===== src/rtl/sam_sequencer.sv =====
//==============================================================================
// Module      : sam_sequencer
// Description : Microprogrammed control sequencer for the SAM accumulator
//               datapath. Walks fetch / decode / execute for the four-opcode
//               ISA and drives the registered 22-bit control word `b`.
//               Access states (IF_RD, OP_RD, ST_WR) dwell at least two cycles
//               and then hold while WAIT is high.
//               Optional feature macro: SAM_SEQ_WAIT_TIMEOUT_EN
//               (memory wait timeout, FAULT state and sticky `fault` flag).
// Revision    : 1.0 - initial release
//==============================================================================
`default_nettype none

module sam_sequencer #(
    parameter int TIMEOUT_CYCLES = 255
) (
    input  logic        clk,
    input  logic        reset,
    input  logic        WAIT,
    input  logic        ir15,
    input  logic        ir14,
    input  logic        ac15,
    output logic [21:0] b,
    output logic [3:0]  state,
    output logic        fetch,
    output logic        fault
);

    // State codes double as the debug `state` output
    localparam logic [3:0] c_INIT    = 4'd0;
    localparam logic [3:0] c_IF_MAR  = 4'd1;
    localparam logic [3:0] c_IF_RD   = 4'd2;
    localparam logic [3:0] c_IF_CAP  = 4'd3;
    localparam logic [3:0] c_IF_IR   = 4'd4;
    localparam logic [3:0] c_DEC     = 4'd5;
    localparam logic [3:0] c_OP_RD   = 4'd6;
    localparam logic [3:0] c_OP_CAP  = 4'd7;
    localparam logic [3:0] c_EX_ALU  = 4'd8;
    localparam logic [3:0] c_EX_RES  = 4'd9;
    localparam logic [3:0] c_EX_WB   = 4'd10;
    localparam logic [3:0] c_ST_RBUS = 4'd11;
    localparam logic [3:0] c_ST_MBR  = 4'd12;
    localparam logic [3:0] c_ST_WR   = 4'd13;
    localparam logic [3:0] c_BR      = 4'd14;
    localparam logic [3:0] c_FAULT   = 4'd15;

    // Control words, one per state (EX_* split by LOAD / ADD)
    localparam logic [21:0] c_W_INIT    = 22'h000040;
    localparam logic [21:0] c_W_IF_MAR  = 22'h200400;
    localparam logic [21:0] c_W_RD      = 22'h00200C;
    localparam logic [21:0] c_W_CAP     = 22'h002288;
    localparam logic [21:0] c_W_IF_IR   = 22'h080820;
    localparam logic [21:0] c_W_DEC     = 22'h100400;
    localparam logic [21:0] c_W_ALU_LD  = 22'h014000;
    localparam logic [21:0] c_W_ALU_ADD = 22'h038000;
    localparam logic [21:0] c_W_RES_LD  = 22'h014001;
    localparam logic [21:0] c_W_RES_ADD = 22'h038001;
    localparam logic [21:0] c_W_WB_LD   = 22'h054000;
    localparam logic [21:0] c_W_WB_ADD  = 22'h078000;
    localparam logic [21:0] c_W_ST_RBUS = 22'h000002;
    localparam logic [21:0] c_W_ST_MBR  = 22'h000100;
    localparam logic [21:0] c_W_ST_WR   = 22'h003004;
    localparam logic [21:0] c_W_BR      = 22'h100010;
    localparam logic [21:0] c_W_FAULT   = 22'h000000;

    // The timeout counter is 8 bits wide, so the threshold must fit in it
    if (TIMEOUT_CYCLES < 1 || TIMEOUT_CYCLES > 255) begin : g_bad_timeout
        $error("sam_sequencer: TIMEOUT_CYCLES must be in 1..255");
    end

    logic [3:0]  state_q, state_d;
    logic [21:0] b_q, b_d;
    logic        fetch_q, fetch_d;
    logic [1:0]  opc_q;
    logic        dwell_q, dwell_d;
    logic        w_access;
    logic        w_exit;
    logic        w_stay;

    assign w_access = (state_q == c_IF_RD) || (state_q == c_OP_RD) || (state_q == c_ST_WR);
    // dwell_q is set once the first cycle of an access state has elapsed
    assign w_exit   = dwell_q && !WAIT;
    assign w_stay   = w_access && (state_d == state_q);
    assign dwell_d  = w_stay;

`ifdef SAM_SEQ_WAIT_TIMEOUT_EN
    localparam logic [7:0] c_TIMEOUT = 8'(TIMEOUT_CYCLES);
    logic [7:0] to_cnt_q, to_cnt_d;
    logic       fault_q;
    logic       w_timeout;

    assign w_timeout = w_access && WAIT && (to_cnt_q == c_TIMEOUT);
    assign to_cnt_d  = w_stay ? (to_cnt_q + {7'd0, WAIT}) : 8'd0;
    assign fault     = fault_q;

    // Wait-cycle counter and sticky fault flag
    always_ff @(posedge clk) begin
        if (reset) begin
            to_cnt_q <= 8'd0;
            fault_q  <= 1'b0;
        end else begin
            to_cnt_q <= to_cnt_d;
            fault_q  <= fault_q | (state_d == c_FAULT);
        end
    end
`else
    logic w_timeout;

    assign w_timeout = 1'b0;
    assign fault     = 1'b0;
`endif

    // State register plus registered Moore outputs
    always_ff @(posedge clk) begin
        if (reset) begin
            state_q <= c_INIT;
            b_q     <= c_W_INIT;
            fetch_q <= 1'b0;
        end else begin
            state_q <= state_d;
            b_q     <= b_d;
            fetch_q <= fetch_d;
        end
    end

    // Opcode latch (only at DEC) and access-state dwell flag
    always_ff @(posedge clk) begin
        if (reset) begin
            opc_q   <= 2'b00;
            dwell_q <= 1'b0;
        end else begin
            if (state_q == c_DEC) begin
                opc_q <= {ir15, ir14};
            end
            dwell_q <= dwell_d;
        end
    end

    // Next-state logic
    always_comb begin
        state_d = state_q;
        case (state_q)
            c_INIT:    state_d = c_IF_MAR;
            c_IF_MAR:  state_d = c_IF_RD;
            c_IF_RD:   if (w_exit) state_d = c_IF_CAP;
            c_IF_CAP:  state_d = c_IF_IR;
            c_IF_IR:   state_d = c_DEC;
            c_DEC: begin
                case ({ir15, ir14})
                    2'b00,
                    2'b01:   state_d = c_OP_RD;
                    2'b10:   state_d = c_ST_RBUS;
                    default: state_d = ac15 ? c_BR : c_IF_MAR;
                endcase
            end
            c_OP_RD:   if (w_exit) state_d = c_OP_CAP;
            c_OP_CAP:  state_d = c_EX_ALU;
            c_EX_ALU:  state_d = c_EX_RES;
            c_EX_RES:  state_d = c_EX_WB;
            c_EX_WB:   state_d = c_IF_MAR;
            c_ST_RBUS: state_d = c_ST_MBR;
            c_ST_MBR:  state_d = c_ST_WR;
            c_ST_WR:   if (w_exit) state_d = c_IF_MAR;
            c_BR:      state_d = c_IF_MAR;
            default:   state_d = c_FAULT;
        endcase
        // A stuck memory overrides the normal access-state exit
        if (w_timeout) begin
            state_d = c_FAULT;
        end
    end

    // Output logic: word of the state being entered
    always_comb begin
        b_d     = c_W_FAULT;
        fetch_d = (state_d == c_IF_MAR);
        case (state_d)
            c_INIT:    b_d = c_W_INIT;
            c_IF_MAR:  b_d = c_W_IF_MAR;
            c_IF_RD:   b_d = c_W_RD;
            c_IF_CAP:  b_d = c_W_CAP;
            c_IF_IR:   b_d = c_W_IF_IR;
            c_DEC:     b_d = c_W_DEC;
            c_OP_RD:   b_d = c_W_RD;
            c_OP_CAP:  b_d = c_W_CAP;
            c_EX_ALU:  b_d = opc_q[0] ? c_W_ALU_ADD : c_W_ALU_LD;
            c_EX_RES:  b_d = opc_q[0] ? c_W_RES_ADD : c_W_RES_LD;
            c_EX_WB:   b_d = opc_q[0] ? c_W_WB_ADD  : c_W_WB_LD;
            c_ST_RBUS: b_d = c_W_ST_RBUS;
            c_ST_MBR:  b_d = c_W_ST_MBR;
            c_ST_WR:   b_d = c_W_ST_WR;
            c_BR:      b_d = c_W_BR;
            default:   b_d = c_W_FAULT;
        endcase
    end

    assign b     = b_q;
    assign state = state_q;
    assign fetch = fetch_q;

endmodule

`default_nettype wire


===== config.mk =====
export PLATFORM = sky130hd
export DESIGN_NAME = sam_sequencer
export DESIGN_NICKNAME = d
export VERILOG_FILES = /design/src/rtl/sam_sequencer.sv
export SDC_FILE = /design/constraint.sdc
export NUM_CORES = 1
export LEC_CHECK = 0
export ABC_AREA = 1
export CORE_MARGIN = 2
export CORE_UTILIZATION = 45
export CTS_BUF_LIST = sky130_fd_sc_hd__clkbuf_8
export DETAILED_ROUTE_END_ITERATION = 16
export PLACE_DENSITY = 0.78
export SYNTH_ARGS = -nofsm -noshare
export SYNTH_HDL_FRONTEND = slang
export SYNTH_SLANG_ARGS = --single-unit

===== constraint.sdc =====
create_clock -name clk -period 4.7 [get_ports clk]
set_clock_uncertainty 0.2 [all_clocks]
set_input_delay 0.705 -clock clk [delete_from_list [all_inputs] [get_ports clk]]
set_output_delay 0.705 -clock clk [all_outputs]
set_load 0.03 [all_outputs]

# Word level (Yosys, flattened, before mapping)

Cells that the tools add are included.

Equal/unequal tests: 31
Muxes and demuxes: 10
Reductions and logical operators: 12

Operators by type and width:

| kind                                                | count |
|---|---|
| case mux 22 bit (13 select lines)                   | 1 |
| equality test 4 bit, second input constant          | 14 |
| two-way mux 18 bit                                  | 3 |
| case mux 4 bit (13 select lines)                    | 1 |
| equality test 4 x 3 -> 1 bit, second input constant | 8 |
| equality test 4 x 2 -> 1 bit, second input constant | 4 |
| two-way mux 4 bit                                   | 4 |
| equality test 4 x 1 -> 1 bit, second input constant | 2 |
| logical NOT 4 bit                                   | 2 |
| case mux 4 bit (2 select lines)                     | 1 |
| OR reduction 2 bit                                  | 3 |
| equality test 4 bit                                 | 1 |
| OR reduction 3 bit                                  | 1 |
| equality test 2 x 1 -> 1 bit, second input constant | 1 |
| equality test 2 bit, second input constant          | 1 |
| logical AND 1 bit                                   | 2 |
| logical NOT 2 bit                                   | 1 |
| logical OR 1 bit                                    | 2 |
| logical NOT 1 bit                                   | 1 |

Bits in registers: 29
Input port bits: 6
Output and inout bits: 28
Word-level logic and storage cells: 58

# Logic depth before layout (Yosys ltp)

Word-level depth: 7
Depth in mapped cells: 10

# Least setup slack after synthesis

No wires, ideal clock.

Kind: register to register
Start point: register state_q[3] (netlist: state[3])
End point: register b_q[13] (netlist: b[13])
Setup time: 0.115 ns
Arrival time: 1.449 ns
Setup slack: 2.935 ns
Stages on the path, launching flop included: 11
Path buffers: 1
Period minus slack after synthesis: 1.765 ns
Cells stage by stage: dfxtp_1 -> buf_2 -> inv_2 -> nand2_2 -> nor2_4 -> nand3_1 -> inv_1 -> nor2_1 -> nor2_1 -> nand2_1 -> nand2_1

Longest elaborated chain between the ends: 6
Elaborated cells between the ends (all ways): 38
Those cells by class: eq/ne: 28; mux: 5; reduce/logical: 5

Ends and longest elaborated chain:

| element                                                                      | RTL line | text |
|---|---|---|
| start, declared                                                              | 71       | `logic [3:0] state_q, state_d;` |
| start signal, assigned                                                       | 116      | `state_q <= c_INIT;` |
| start signal, assigned                                                       | 120      | `state_q <= state_d;` |
| equality test 4 bit or logical NOT 4 bit (tied branches)                     | 142      | `case (state_q)` |
| OR reduction 3 bit (no source line)                                          | --       |  |
| case mux 4 bit (13 select lines) (*)                                         | 142      |  |
| equality test 4 x 3 -> 1 bit or equality test 4 x 2 -> 1 bit (tied branches) | 177      | `case (state_d)` |
| OR reduction 2 bit (no source line)                                          | --       |  |
| case mux 22 bit (13 select lines) (*)                                        | 177      |  |
| end signal, assigned                                                         | 117      | `b_q <= c_W_INIT;` |
| end, declared                                                                | 72       | `logic [21:0] b_q, b_d;` |

Mark *: on every way between the ends. The rest lies on a longest branch, timed or not.
A chain may end at the register's enable or synchronous reset.

# Worst setup path after layout

Start point: register state_q[3] (netlist: state[3])
End point: output state[3]

RTL lines:

| element       | RTL line | text |
|---|---|---|
| end, declared | 24       | `output logic [3:0] state,` |

No word-level cell between the ends.

==> impl_metrics.py <==
metrics = {
    "critical_path": {
        "crit_chain": "clkdlybuf4s50_1",
        "required_ns": 3.80,
        "cp_slowest_cell": "clkdlybuf4s50_1",
        "critPathMaxStageDelay_ns": 0.74,
        "end_kind": "output pin",
        "crit_buf_inv": 1,
        "crit_arrival_ns": 1.54,
        "cpLargestDelayFamily": "buffers and inverters",
        "cp_max_fo": 9,
        "criticalPathCategory": "reg -> out",
        "start_kind": "register",
    },
    "floorplan": {
        "pin_count": 34,
        "die_h_um": 52.3,
        "core-area_mm2": 0.00221,
        "core.rowCount": 17,
        "start_util_pct": 47.5,
        "dieArea_mm2": 0.00274,
        "dieWidth_um": 52.3,
    },
    "pwr": {
        "p_leak_uw": 0.000668,
        "powerDensity_mw_per_mm2": 543,
        "ir_drop_mv": 0.309,
    },
    "drt": {
        "route.met3.wl_um": 247,
        "wl_met2_um": 964,
        "ant_nets": 0,
        "via_count": 1001,
        "firstDrtPassIters": 4,
        "drc_errors": 0,
        "first_iter_violations": 51,
        "wl_met1_um": 877,
        "top_layer": "met4",
        "viasPerCell": 4.84,
        "avgRoutedWirePerCell_um": 10.3,
        "routed_wl_um": 2120,
    },
    "global_routing": {
        "antenna_found_initial": 0,
        "grt_overflow": 0,
        "first_global_vias": 794,
        "grt_pass1_wl_um": 3570,
        "grt_usage_pct": 17.7,
        "grt_max_degree": 14,
    },
    "yosys": {
        "netlist_area_mm2": 0.00105,
        "synthTopCellsByCount": "nor2_1 (36), nand2_1 (35), dfxtp_1 (25)",
        "synth.area.top_cells": "dfxtp_1 (48%), nor2_1 (13%), nand2_1 (13%), inv_1 (6.8%), nand3_1 (4.8%)",
        "async_flop_share_pct": 0,
        "yosysTopAreaCellShare_pct": 47.7,
        "synth_cell_types": 19,
        "synth_fp_nets": 157,
        "yosys_warnings": 0,
        "synth.avg_cell_area_um2": 6.95,
        "ys.flop_type": "dfxtp_1",
        "synth-seq-cells": 25,
        "synth_cells": 151,
        "synth_most_common_cell": "nor2_1",
        "synth_top_area_cell": "dfxtp_1",
        "synth_edf_count": 0,
        "yosysSeqAreaShare_pct": 47.7,
    },
    "cells_and_area": {
        "drive_gt1_share_pct": 5.59,
        "antenna_cells": 0,
        "regArea_um2": 500,
        "nets": 186,
        "multi_input_area_um2": 420,
        "final_cell_count_no_fill": 207,
        "fillers": 193,
        "syn_to_final_growth_pct": 33.4,
    },
    "run_status": {
        "outcome": "completed",
    },
    "sta": {
        "fmax_mhz": 409,
        "setup_violations": 0,
        "period_minus_slack_ns": 2.44,
        "hold_viol": 0,
        "rsz0062_at_grt": "false",
        "slew_viol_final": 0,
        "fin_crit_sh_pct": 52.0,
        "final.setup.tns_ns": 0,
        "finalHoldWorstSlack_ns": 0.236,
    },
    "placement": {
        "place_inst": 203,
        "dp_hpwl_um": 1710,
        "gp_congestion": 0.912,
        "io_buffers": 32,
    },
    "run": {
        "drv_cap": 0,
    },
    "cts": {
        "post_cts_buffers": 0,
        "clk_latency_ns": 0.26,
        "clock-root-buffer": "clkbuf_8",
        "cts_buffers": 3,
        "clock_sinks": 25,
        "clk_path_buf_depth": 2,
        "h-tree-depth": 1,
        "cts_resized": 0,
        "clkSlewWorstSetupHoldPaths_ns": 0.08,
        "cts_hold_buf": 0,
        "cts_tree": "yes",
    },
    "worst_hold_path": {
        "hold_class": "reg -> reg",
    },
}
per-stage QoR:
step                      power [uW]  worst slack [ns]  util, %  area, um^2
after floorplan                  529              2.94        -        1050
after global placement           636              2.43     61.3        1360
after detailed placement         642              2.37     61.3        1360
after CTS                        759              2.27     63.3        1400
after global routing             811              2.20     63.3        1400
final                            760              2.26     63.3        1400
cell usage in the layout, fill, tap and decap left out, types with 2 or more instances in the layout:
| cell | netlist | layout |
|---|---|---|
| nor2_1 | 36 | 36 |
| nand2_1 | 35 | 35 |
| clkdlybuf4s50_1 | 0 | 32 |
| dfxtp_1 | 25 | 25 |
| inv_1 | 19 | 20 |
| nand3_1 | 10 | 10 |
| nand2_2 | 3 | 3 |
| nand4_1 | 3 | 3 |
| clkbuf_8 | 0 | 3 |
| inv_2 | 2 | 2 |
| nor3_1 | 2 | 2 |
| o21ai_0 | 2 | 2 |
power breakdown:
group / internal (uW) / switching, uW
sequential: 250 / 32.8
combinational: 124 / 235
clock: 58.2 / 60.2
final timing paths:
kind                               start        to  slack [ns]  cells after the start
worst max-delay path            state[3]  state[3]        2.26                      1
worst min-delay path            opc_q[0]     b[14]        0.24                      1
worst max register to register  state[3]      b[2]        2.87                      9
worst min register to register  opc_q[0]     b[14]        0.24                      1
layer usage:
| metal | vias to the layer above | global-route usage [%] |
|---|---|---|
| met4 | 0 | 7.69 |
| met2 | 60 | 27.5 |
| met1 | 426 | 23.6 |
| li1 | 511 | - |
| met3 | 4 | 3.71 |
| met5 | - | 0 |
registers in the layout, indices dropped and copies added (netlist names):
| signal | cells |
|---|---|
| dwell_q | 1 |
| opc_q | 1 |
| state | 4 |
| b | 18 |
| fetch | 1 |
logic make-up after synthesis:
family                 Yosys count  synth area share [%]
buffers and inverters           29                  12.3
flip-flops                      25                  47.7
AO/OA/AOI/OAI                    3                  1.67
AND/OR/NAND/NOR                 93                  38.0
other                            1                 0.357
layout make-up:
cell class                 instances  share of cell area (%)
sequential                        25                    35.7
multi-input combinational         97                    30.0
timing repair buffer              32                    22.9
inverter                          21                    5.63
clock buffer                       3                    2.95
tap                               28                    2.50
clock inverter                     1                   0.268
No activity file was read; power rests on OpenSTA's default activity.
